`src/rtl/bit_serial_subtractor.sv`:
```
// Purpose : LSB-first bit-serial subtractor, diff = a - b - b_in, one full-subtractor cell.
// Latency : start accepted at edge k -> done pulses in the cycle after edge k+WIDTH.
// Backpr. : none; start is ignored while busy, accepted again in IDLE or DONE.
//
// Ports:
//   clk, reset      rising-edge clock, synchronous active-high reset
//   start           request, sampled only when not busy
//   a, b, b_in      operands and borrow-in, captured on an accepted start
//   busy            high while bits are being processed
//   done            one-cycle pulse, diff/b_out valid
//   diff, b_out     result and final borrow, held until the next result lands
//   ovf             signed overflow flag, present only with `define SUB_OVERFLOW_EN
module bit_serial_subtractor #(
  parameter int WIDTH = 8
) (
  input  logic             clk,
  input  logic             reset,
  input  logic             start,
  input  logic [WIDTH-1:0] a,
  input  logic [WIDTH-1:0] b,
  input  logic             b_in,
  output logic             busy,
  output logic             done,
  output logic [WIDTH-1:0] diff,
`ifdef SUB_OVERFLOW_EN
  output logic             ovf,
`endif
  output logic             b_out
);

  localparam int CW = $clog2(WIDTH);
  localparam logic [CW-1:0] LAST = CW'(WIDTH - 1);

  typedef enum logic [1:0] {
    IDLE  = 2'd0,
    SHIFT = 2'd1,
    DONE  = 2'd2
  } state_t;

  state_t           state;
  // a_sh doubles as the result shift register: each consumed minuend bit
  // leaves at the LSB while the matching difference bit enters at the MSB,
  // so after WIDTH shifts it holds the full difference.
  logic [WIDTH-1:0] a_sh;
  logic [WIDTH-1:0] b_sh;
  logic             br;
  logic [CW-1:0]    cnt;
`ifdef SUB_OVERFLOW_EN
  logic             a_msb;
  logic             b_msb;
`endif

  // Full-subtractor cell.
  logic d;
  logic br_nxt;
  assign d      = a_sh[0] ^ b_sh[0] ^ br;
  assign br_nxt = (~a_sh[0] & b_sh[0]) | (~(a_sh[0] ^ b_sh[0]) & br);

  logic accept;
  assign accept = start && (state == IDLE || state == DONE);

  always_ff @(posedge clk) begin
    if (reset) begin
      state <= IDLE;
      a_sh  <= '0;
      b_sh  <= '0;
      br    <= 1'b0;
      cnt   <= '0;
      busy  <= 1'b0;
      done  <= 1'b0;
      diff  <= '0;
      b_out <= 1'b0;
`ifdef SUB_OVERFLOW_EN
      a_msb <= 1'b0;
      b_msb <= 1'b0;
      ovf   <= 1'b0;
`endif
    end else begin
      case (state)
        IDLE, DONE: begin
          done <= 1'b0;
          if (accept) begin
            a_sh  <= a;
            b_sh  <= b;
            br    <= b_in;
            cnt   <= '0;
            busy  <= 1'b1;
            state <= SHIFT;
`ifdef SUB_OVERFLOW_EN
            a_msb <= a[WIDTH-1];
            b_msb <= b[WIDTH-1];
`endif
          end else begin
            busy  <= 1'b0;
            state <= IDLE;
          end
        end

        SHIFT: begin
          a_sh <= {d, a_sh[WIDTH-1:1]};
          b_sh <= {1'b0, b_sh[WIDTH-1:1]};
          br   <= br_nxt;
          cnt  <= cnt + CW'(1);
          if (cnt == LAST) begin
            // Last bit: publish the result only now so diff never shows
            // partial shift contents.
            diff  <= {d, a_sh[WIDTH-1:1]};
            b_out <= br_nxt;
            busy  <= 1'b0;
            done  <= 1'b1;
            state <= DONE;
`ifdef SUB_OVERFLOW_EN
            // d is the result MSB; overflow when operand signs differ and
            // the result sign differs from the minuend's.
            ovf   <= (a_msb != b_msb) && (d != a_msb);
`endif
          end
        end

        default: begin
          busy  <= 1'b0;
          done  <= 1'b0;
          state <= IDLE;
        end
      endcase
    end
  end

endmodule

```
`config.mk`:
```
export PLATFORM = sky130hd
export DESIGN_NAME = bit_serial_subtractor
export DESIGN_NICKNAME = d
export VERILOG_FILES = /design/src/rtl/bit_serial_subtractor.sv
export SDC_FILE = /design/constraint.sdc
export NUM_CORES = 1
export LEC_CHECK = 0
export CAP_MARGIN = 20
export CORE_MARGIN = 2
export CORE_UTILIZATION = 45
export DETAILED_ROUTE_END_ITERATION = 8
export PLACE_DENSITY = 0.71
export SLEW_MARGIN = 5
export SYNTH_ARGS = -nofsm -noshare
export SYNTH_HDL_FRONTEND = slang
export SYNTH_SLANG_ARGS = --single-unit
export TNS_END_PERCENT = 50
```
`constraint.sdc`:
```
create_clock -name clk -period 2.75 [get_ports clk]
set_clock_uncertainty 0.05 [all_clocks]
set_input_delay 0.825 -clock clk [delete_from_list [all_inputs] [get_ports clk]]
set_output_delay 0.825 -clock clk [all_outputs]
set_load 0.005 [all_outputs]
```
# [Yosys cells after proc, flatten, opt, wreduce, memory -nomap -nowiden]
# Cells that the tools add are included.
[word_totals] ff_bits=33 in_bits=20 out_inout_bits=11 elab_cells=45
[op_classes] add_sub_neg=1 n_eq_ne=5 mux=14 n_bitwise=8 reduce_logical=8
[ops] operator="case mux 8 bit (2 select lines)" n=2
[ops] operator="two-way mux 8 bit" n=2
[ops] operator="case mux 3 bit (2 select lines)" n=1
[ops] operator="two-way mux 1 bit" n=4
[ops] operator="!= test 2 bit, second input constant" n=2
[ops] operator="case mux 1 bit (2 select lines)" n=2
[ops] operator="case mux 2 bit (2 select lines)" n=1
[ops] operator="AND reduction 2 bit" n=2
[ops] operator="OR reduction 2 bit" n=2
[ops] operator="adder 3 x 1 -> 3 bit, second input constant" n=1
[ops] operator="equality test 3 bit, second input constant" n=1
[ops] operator="two-way mux 3 bit" n=1
[ops] operator="NOT 1 bit" n=3
[ops] operator="AND 1 bit" n=2
[ops] operator="equality test 2 x 1 -> 1 bit, second input constant" n=1
[ops] operator="equality test 2 bit, second input constant" n=1
[ops] operator="zero test 2 bit" n=1
[ops] operator="two-way mux 2 bit" n=1
[ops] operator="nonzero test 2 bit" n=1
[ops] operator="bitwise XOR 1 bit" n=2
[ops] operator="logical AND 1 bit" n=1
[ops] operator="logical OR 1 bit" n=1
[ops] operator="bitwise OR 1 bit" n=1

# [Logic depth before layout (Yosys ltp)]
# Gate-level depths: netlist of run 1.
[logic_depth] word_depth=5 mapped_depth=5 depth_no_buf=5

# [Worst setup path before layout of run 1]
# Ideal clock, no wire load.
[synth_path] kind="in2reg" from="input start" to="register br" setup_ns=0.132 arrival_time_ns=1.419 t_required_ns=2.568 slack_ns=1.149 cell_stages=5 path_cell_list="nor2b_1 > buf_2 > buf_6 > a2bb2oi_1 > a21oi_1"
[synth_between] elab_chain_cells=3
[synth_lines] item="start, declared" line="18" text="input logic start,"
[synth_lines] item="logical AND 1 bit" line="60" text="assign accept = start && (state == IDLE || state == DONE);"
[synth_lines] item="!= test 2 bit (no source line)"
[synth_lines] item="AND reduction 2 bit (no source line)"
[synth_lines] item="end signal, assigned" line="85" text="br <= b_in;"
[synth_lines] item="end signal, assigned" line="102" text="br <= br_nxt;"
[synth_lines] item="end, declared" line="46" text="logic br;"
# No other way between the ends.
# A chain may end at the register's enable or synchronous reset.

# [Worst setup path after layout of run 1]
[layout_path] from="register b_out" to="output b_out"
[layout_rtl] item="start, declared" line="28" text="output logic b_out"
[layout_rtl] item="start signal, assigned" line="108" text="b_out <= br_nxt;"
# No word-level cell between the ends.

==> results.yml, run 1 <==
status:
  status: "complete, no violations"
global_routing:
  grt-ovfl-total: 0
  grt_max_degree: 34
  grt_usage: 0.1855
  grt_pass1_vias: 1148
  antenna_found_initial: 0
  grt_first_pass_wirelength_um: 4995
power_and_ir_drop:
  power_density_nw_per_um2: 568.6
  p_total_mw: 1.008
  peakVddDrop_mv: 0.3226
  p_leak_nw: 0.6057
synth:
  synth_edf_count: 0
  yosysUniqueCellTypes: 25
  ys_seq_area_frac: 0.4603
  syn_area_per_cell_um2: 9.568
  synth_top_area_cell: "dfxtp_1"
  ys_top_cells_by_area: "dfxtp_1 46%, nor3_2 13%, o22ai_1 6.5%"
  yosys_warnings: 0
  ys.flop_type: "dfxtp_1"
  synth_area_um2: 1435
  yosysTopAreaCellShare: 0.4603
  syn_inst: 150
  ys_ff_latch: 33
  synthArstFlopShare: 0
  syn_nets: 173
placement:
  dpl.hpwl_um: 2055
  port_buffers: 30
  gp_congestion: 0.7010
  post_dp_cell_area_um2: 1703
sta:
  finalSetupTns_ns: 0
  setup_viol: 0
  max_freq_mhz: 483.1
  layout_worst_path_cycle_share: 0.7527
  rsz0062_at_grt: "no"
  tightest_slew_ns: 0.9234
  layout_min_cycle_time_ns: 2.070
  slew_headroom: 0.3844
  hold_viol_final: 0
  slew_violations: 0
worst_setup_path:
  worst-path-buf-inv: 1
  cp-start-kind: "flip-flop"
  cp-end-kind: "output pin"
  path_class: "flip-flop to output pin"
  crit_path_cell_trace: "clkdlybuf4s50_1"
  required_ns: 1.88
  critPathSlowestCell: "clkdlybuf4s50_1"
  path_delay_family: "buffers and inverters"
  critPathMaxFanout: 2
  crit_arrival_ns: 1.19
  cp_slowest_stage_delay_ns: 0.51
min_path:
  hp-class: "flip-flop to flip-flop"
clock_network:
  clk_pin_slew_worst_paths_ns: 0.10
  post_cts_resized: 0
  clk_latency_ns: 0.34
  cts_tree: "built"
  cts_setup_buffers: 0
  hold_buffers: 0
  h-tree-depth: 2
  clock-sinks: 33
  clk_path_buf_depth: 2
  cts_inserted_buffers: 5
  clock-root-buffer: "clkbuf_4"
floorplan:
  initial_core_util: 0.4701
  die_area_um2: 3657
  die_h_um: 60.47
  rows: 20
  core-area_um2: 3053
  io_pins: 31
  die_w_um: 60.47
detailed_routing:
  drt-total-wl_um: 3041
  vias: 1146
  drc_errors: 0
  first_pass_iters: 4
  via_per_inst: 5.209
  postRouteAntennaNets: 0
  dr.first_iter.drc_count: 54
  wl_per_cell_um: 13.82
finish:
  syn2layout_area_growth_pct: 23.54
  nFillCells: 299
  drive_above_1_share: 0.1761
  finalInstanceArea_um2: 1773
  layout.nets: 198
  multiInputGateArea_um2: 656.9
  antennaDiodeCount: 0
  final_core_util: 0.5807
  regArea_um2: 660.6
job:
  maxCapViolCount: 0
[layer usage]
layer / global-route usage / share of wire
met2: 0.3106 / 0.49
met4: 0.04658 / 0.0099
met1: 0.2268 / 0.46
met5: 0 / 0
met3: 0.07036 / 0.042
[synthesized netlist by cell type (2+ instances only)]
cell and number:
o22ai_1 15, a21oi_1 15, buf_6 5, nor3_2 18
nor2_1 3, nand3b_1 2, dfxtp_1 33, nand2b_1 2
buf_4 3, inv_1 2, nand2_1 11, buf_2 4
nor3_1 11, clkbuf_1 2, ha_1 2, nand3_1 13
[cell usage in the layout, fill, tap and decap left out, types with 3 or more instances in the layout]
cell              n
dfxtp_1          33
nand2_1          11
nor3_1           11
nor2_1            3
buf_4             3
a21oi_1          15
clkbuf_4          5
o22ai_1          15
nand3_1          13
nor3_2           18
clkdlybuf4s50_1  30
[registers in the layout (all words and copies together) (netlist names)]
signal / cells
b_sh: 8
busy: 1
done: 1
cnt: 3
br: 1
b_out: 1
a_sh: 8
state: 2
diff: 8
[power by group]
group	total [mW]	internal (mW)	switching, mW
Combinational	0.164	0.0795	0.0845
Sequential	0.530	0.508	0.0221
Clock	0.314	0.148	0.166
Total	1.01	0.735	0.273
[worst paths after layout]
check	start	to	depth (start not counted)	slack, ns
worst max register to register	cnt[0]	diff[2]	5	0.98
worst min register to register	diff[2]	diff[2]	2	0.41
worst max-delay path	b_out	b_out	1	0.68
worst min-delay path	diff[2]	diff[2]	2	0.41
[cell families after synthesis]
kind of cell / synth area share
fa+ha+maj: 0.03138
flops: 0.4603
simple gates: 0.2807
compound gates: 0.1456
buf+inv: 0.08195
[metrics by stage]
step / setup slack (ns) / hold WS, ns / std cells
6_report: 0.6801 / 0.4071 / 220
2_1_floorplan: 1.149 / 0.3979 / 150
3_3_place_gp: 0.5943 / 0.3942 / 212
4_1_cts: 0.6685 / 0.4116 / 220
5_1_grt: 0.6118 / 0.4368 / 220
3_5_place_dp: 0.5402 / 0.3967 / 212
[tightest hold or removal path, cell delays in order, from the launching register on]
cell	delay, ns
dfxtp_1	0.32
nand2_1	0.05
a21oi_1	0.05
[area by class of cell]
cell class / instances / share of cell area
Clock inverter: 1 / 0.002823
Timing Repair Buffer: 33 / 0.1821
Tap cell: 44 / 0.03105
Inverter: 2 / 0.004234
Multi-Input combinational cell: 100 / 0.3705
Sequential cell: 33 / 0.3726
Clock buffer: 7 / 0.03670
(Power assumes the default switching activity.)
==> run 2: changes to the inputs <==
Clock period 2.75 ns to 2 ns, I/O delays scaled along.
==> results.yml, run 2 (synthesis gave the netlist of run 1 again) <==
detailed_routing:
  drc_errors: 0
  postRouteAntennaNets: 0
  via_per_inst: 5.306
  wl_per_cell_um: 14.05
  first_pass_iters: 4
  vias: 1178
  dr.first_iter.drc_count: 37
  drt-total-wl_um: 3119
global_routing:
  grt_pass1_vias: 1148
  antenna_found_initial: 0
  grt_usage: 0.1949
  grt_max_degree: 34
  grt_first_pass_wirelength_um: 5264
  grt-ovfl-total: 0
floorplan:
  die_h_um: 60.47
  rows: 20
  io_pins: 31
  initial_core_util: 0.4701
  die_w_um: 60.47
  die_area_um2: 3657
  core-area_um2: 3053
worst_setup_path:
  critPathMaxFanout: 2
  r2r_slack_ns: 0.45
  r2r-start: "state[1]"
  worst-path-buf-inv: 1
  critPathSlowestCell: "clkdlybuf4s50_1"
  reg2reg_depth: 4
  path_delay_family: "buffers and inverters"
  r2r-end: "br"
  cp-end-kind: "output pin"
  path_class: "flip-flop to output pin"
  required_ns: 1.35
  crit_arrival_ns: 1.21
  cp_slowest_stage_delay_ns: 0.51
  crit_path_cell_trace: "clkdlybuf4s50_1"
  cp-start-kind: "flip-flop"
finish:
  layout.nets: 200
  final_common_cell: "dfxtp_1"
  syn2layout_area_growth_pct: 25.02
  nFillCells: 291
  mostFrequentLayoutCells: "33 x dfxtp_1, 30 x clkdlybuf4s50_1, 18 x nor3_2"
  finalInstanceArea_um2: 1794
  reg_top3: "a_sh x8, b_sh x8, diff x8"
  antennaDiodeCount: 0
  drive_above_1_share: 0.1798
clock_network:
  clk_latency_ns: 0.34
  cts_tree: "built"
  clk_pin_slew_worst_paths_ns: 0.11
  clk_path_buf_depth: 2
  h-tree-depth: 2
  cts_inserted_buffers: 5
  cts_setup_buffers: 0
  hold_buffers: 0
  clock-sinks: 33
  post_cts_resized: 0
  clock-root-buffer: "clkbuf_4"
min_path:
  hp-class: "flip-flop to flip-flop"
  min_from: "diff[1]"
  whs_endpoint: "diff[1]"
  hold_path_depth: 2
sta:
  finalSetupTns_ns: 0
  rsz0062_at_grt: "no"
  layout_worst_path_cycle_share: 0.9293
  hold_viol_final: 0
  slew_violations: 0
  tightest_slew_ns: 0.6339
  slew_headroom: 0.5774
  layout_min_cycle_time_ns: 1.859
  setup_viol: 0
  setup_ws_ns: 0.1415
  max_freq_mhz: 538.1
job:
  maxCapViolCount: 0
power_and_ir_drop:
  p_leak_nw: 0.6151
  peakVddDrop_mv: 0.5042
  power_density_nw_per_um2: 740.2
placement:
  gp_congestion: 0.6943
  post_dp_cell_area_um2: 1743
  dpl_worst_slack_ns: 0.01737
  port_buffers: 30
  dpl.hpwl_um: 2104
status:
  status: "complete, no violations"
[run 2: layout make-up]
type / count / area (µm²) / area share
multi-input combinational: 100 / 656.9 / 0.3661
timing repair buffer: 35 / 362.8 / 0.2022
clock inverter: 2 / 10.01 / 0.005579
tap: 44 / 55.05 / 0.03068
sequential: 33 / 660.6 / 0.3682
inverter: 2 / 7.507 / 0.004184
clock buffer: 6 / 41.29 / 0.02301
[run 2: worst max-delay path by stage]
| stage | start | to | slack [ns] | cells past startpoint |
|---|---|---|---|---|
| 3_5_place_dp | start | b_sh[0] | 0.02 | 4 |
| 3_3_place_gp | start | b_sh[0] | 0.09 | 4 |
| 4_1_cts | done | done | 0.13 | 1 |
| 6_report | diff[5] | diff[5] | 0.14 | 1 |
| 5_1_grt | diff[4] | diff[4] | 0.08 | 1 |
| 2_1_floorplan | start | br | 0.62 | 5 |
[run 2: layer usage]
layer | vias up | track usage | part of all wire | wire [µm]
met5 | - | 0 | 0 | 0
met4 | 0 | 0.09006 | 0.015 | 46
met3 | 5 | 0.04478 | 0.037 | 115
met2 | 22 | 0.3152 | 0.49 | 1535
met1 | 557 | 0.2480 | 0.46 | 1421
li1 | 594 | - | - | -
[run 2: power by group]
part,switching [mW],internal [mW],total [mW],leakage (nW)
Clock,0.227,0.134,0.361,0.0320
Combinational,0.120,0.119,0.238,0.313
Sequential,0.0312,0.698,0.729,0.270
Total,0.378,0.950,1.33,0.615
[run 2: worst register-to-register path: cells and delay by family, from the launching register on]
family,cells,cell delay (ns)
DFF,1,0.36
and+or+nand+nor,1,0.52
AOI/OAI and AO/OA,2,0.23
buffers and inverters,1,0.28
[run 2: metrics by stage]
step,utilization,total power [mW],hold WS [ns],cells
2_1_floorplan,-,0.9139,0.3979,150
3_3_place_gp,0.5709,0.9720,0.3945,214
3_5_place_dp,0.5709,0.9811,0.3962,214
4_1_cts,0.5877,1.339,0.4115,222
5_1_grt,0.5877,1.398,0.4326,222
6_report,0.5877,1.328,0.4090,222
==> run 3: changes to the inputs <==
Settings changed: CAP_MARGIN 20 to 30.
==> results of run 3 <==
Final layout, timing and power as in run 2 (identical DEF).
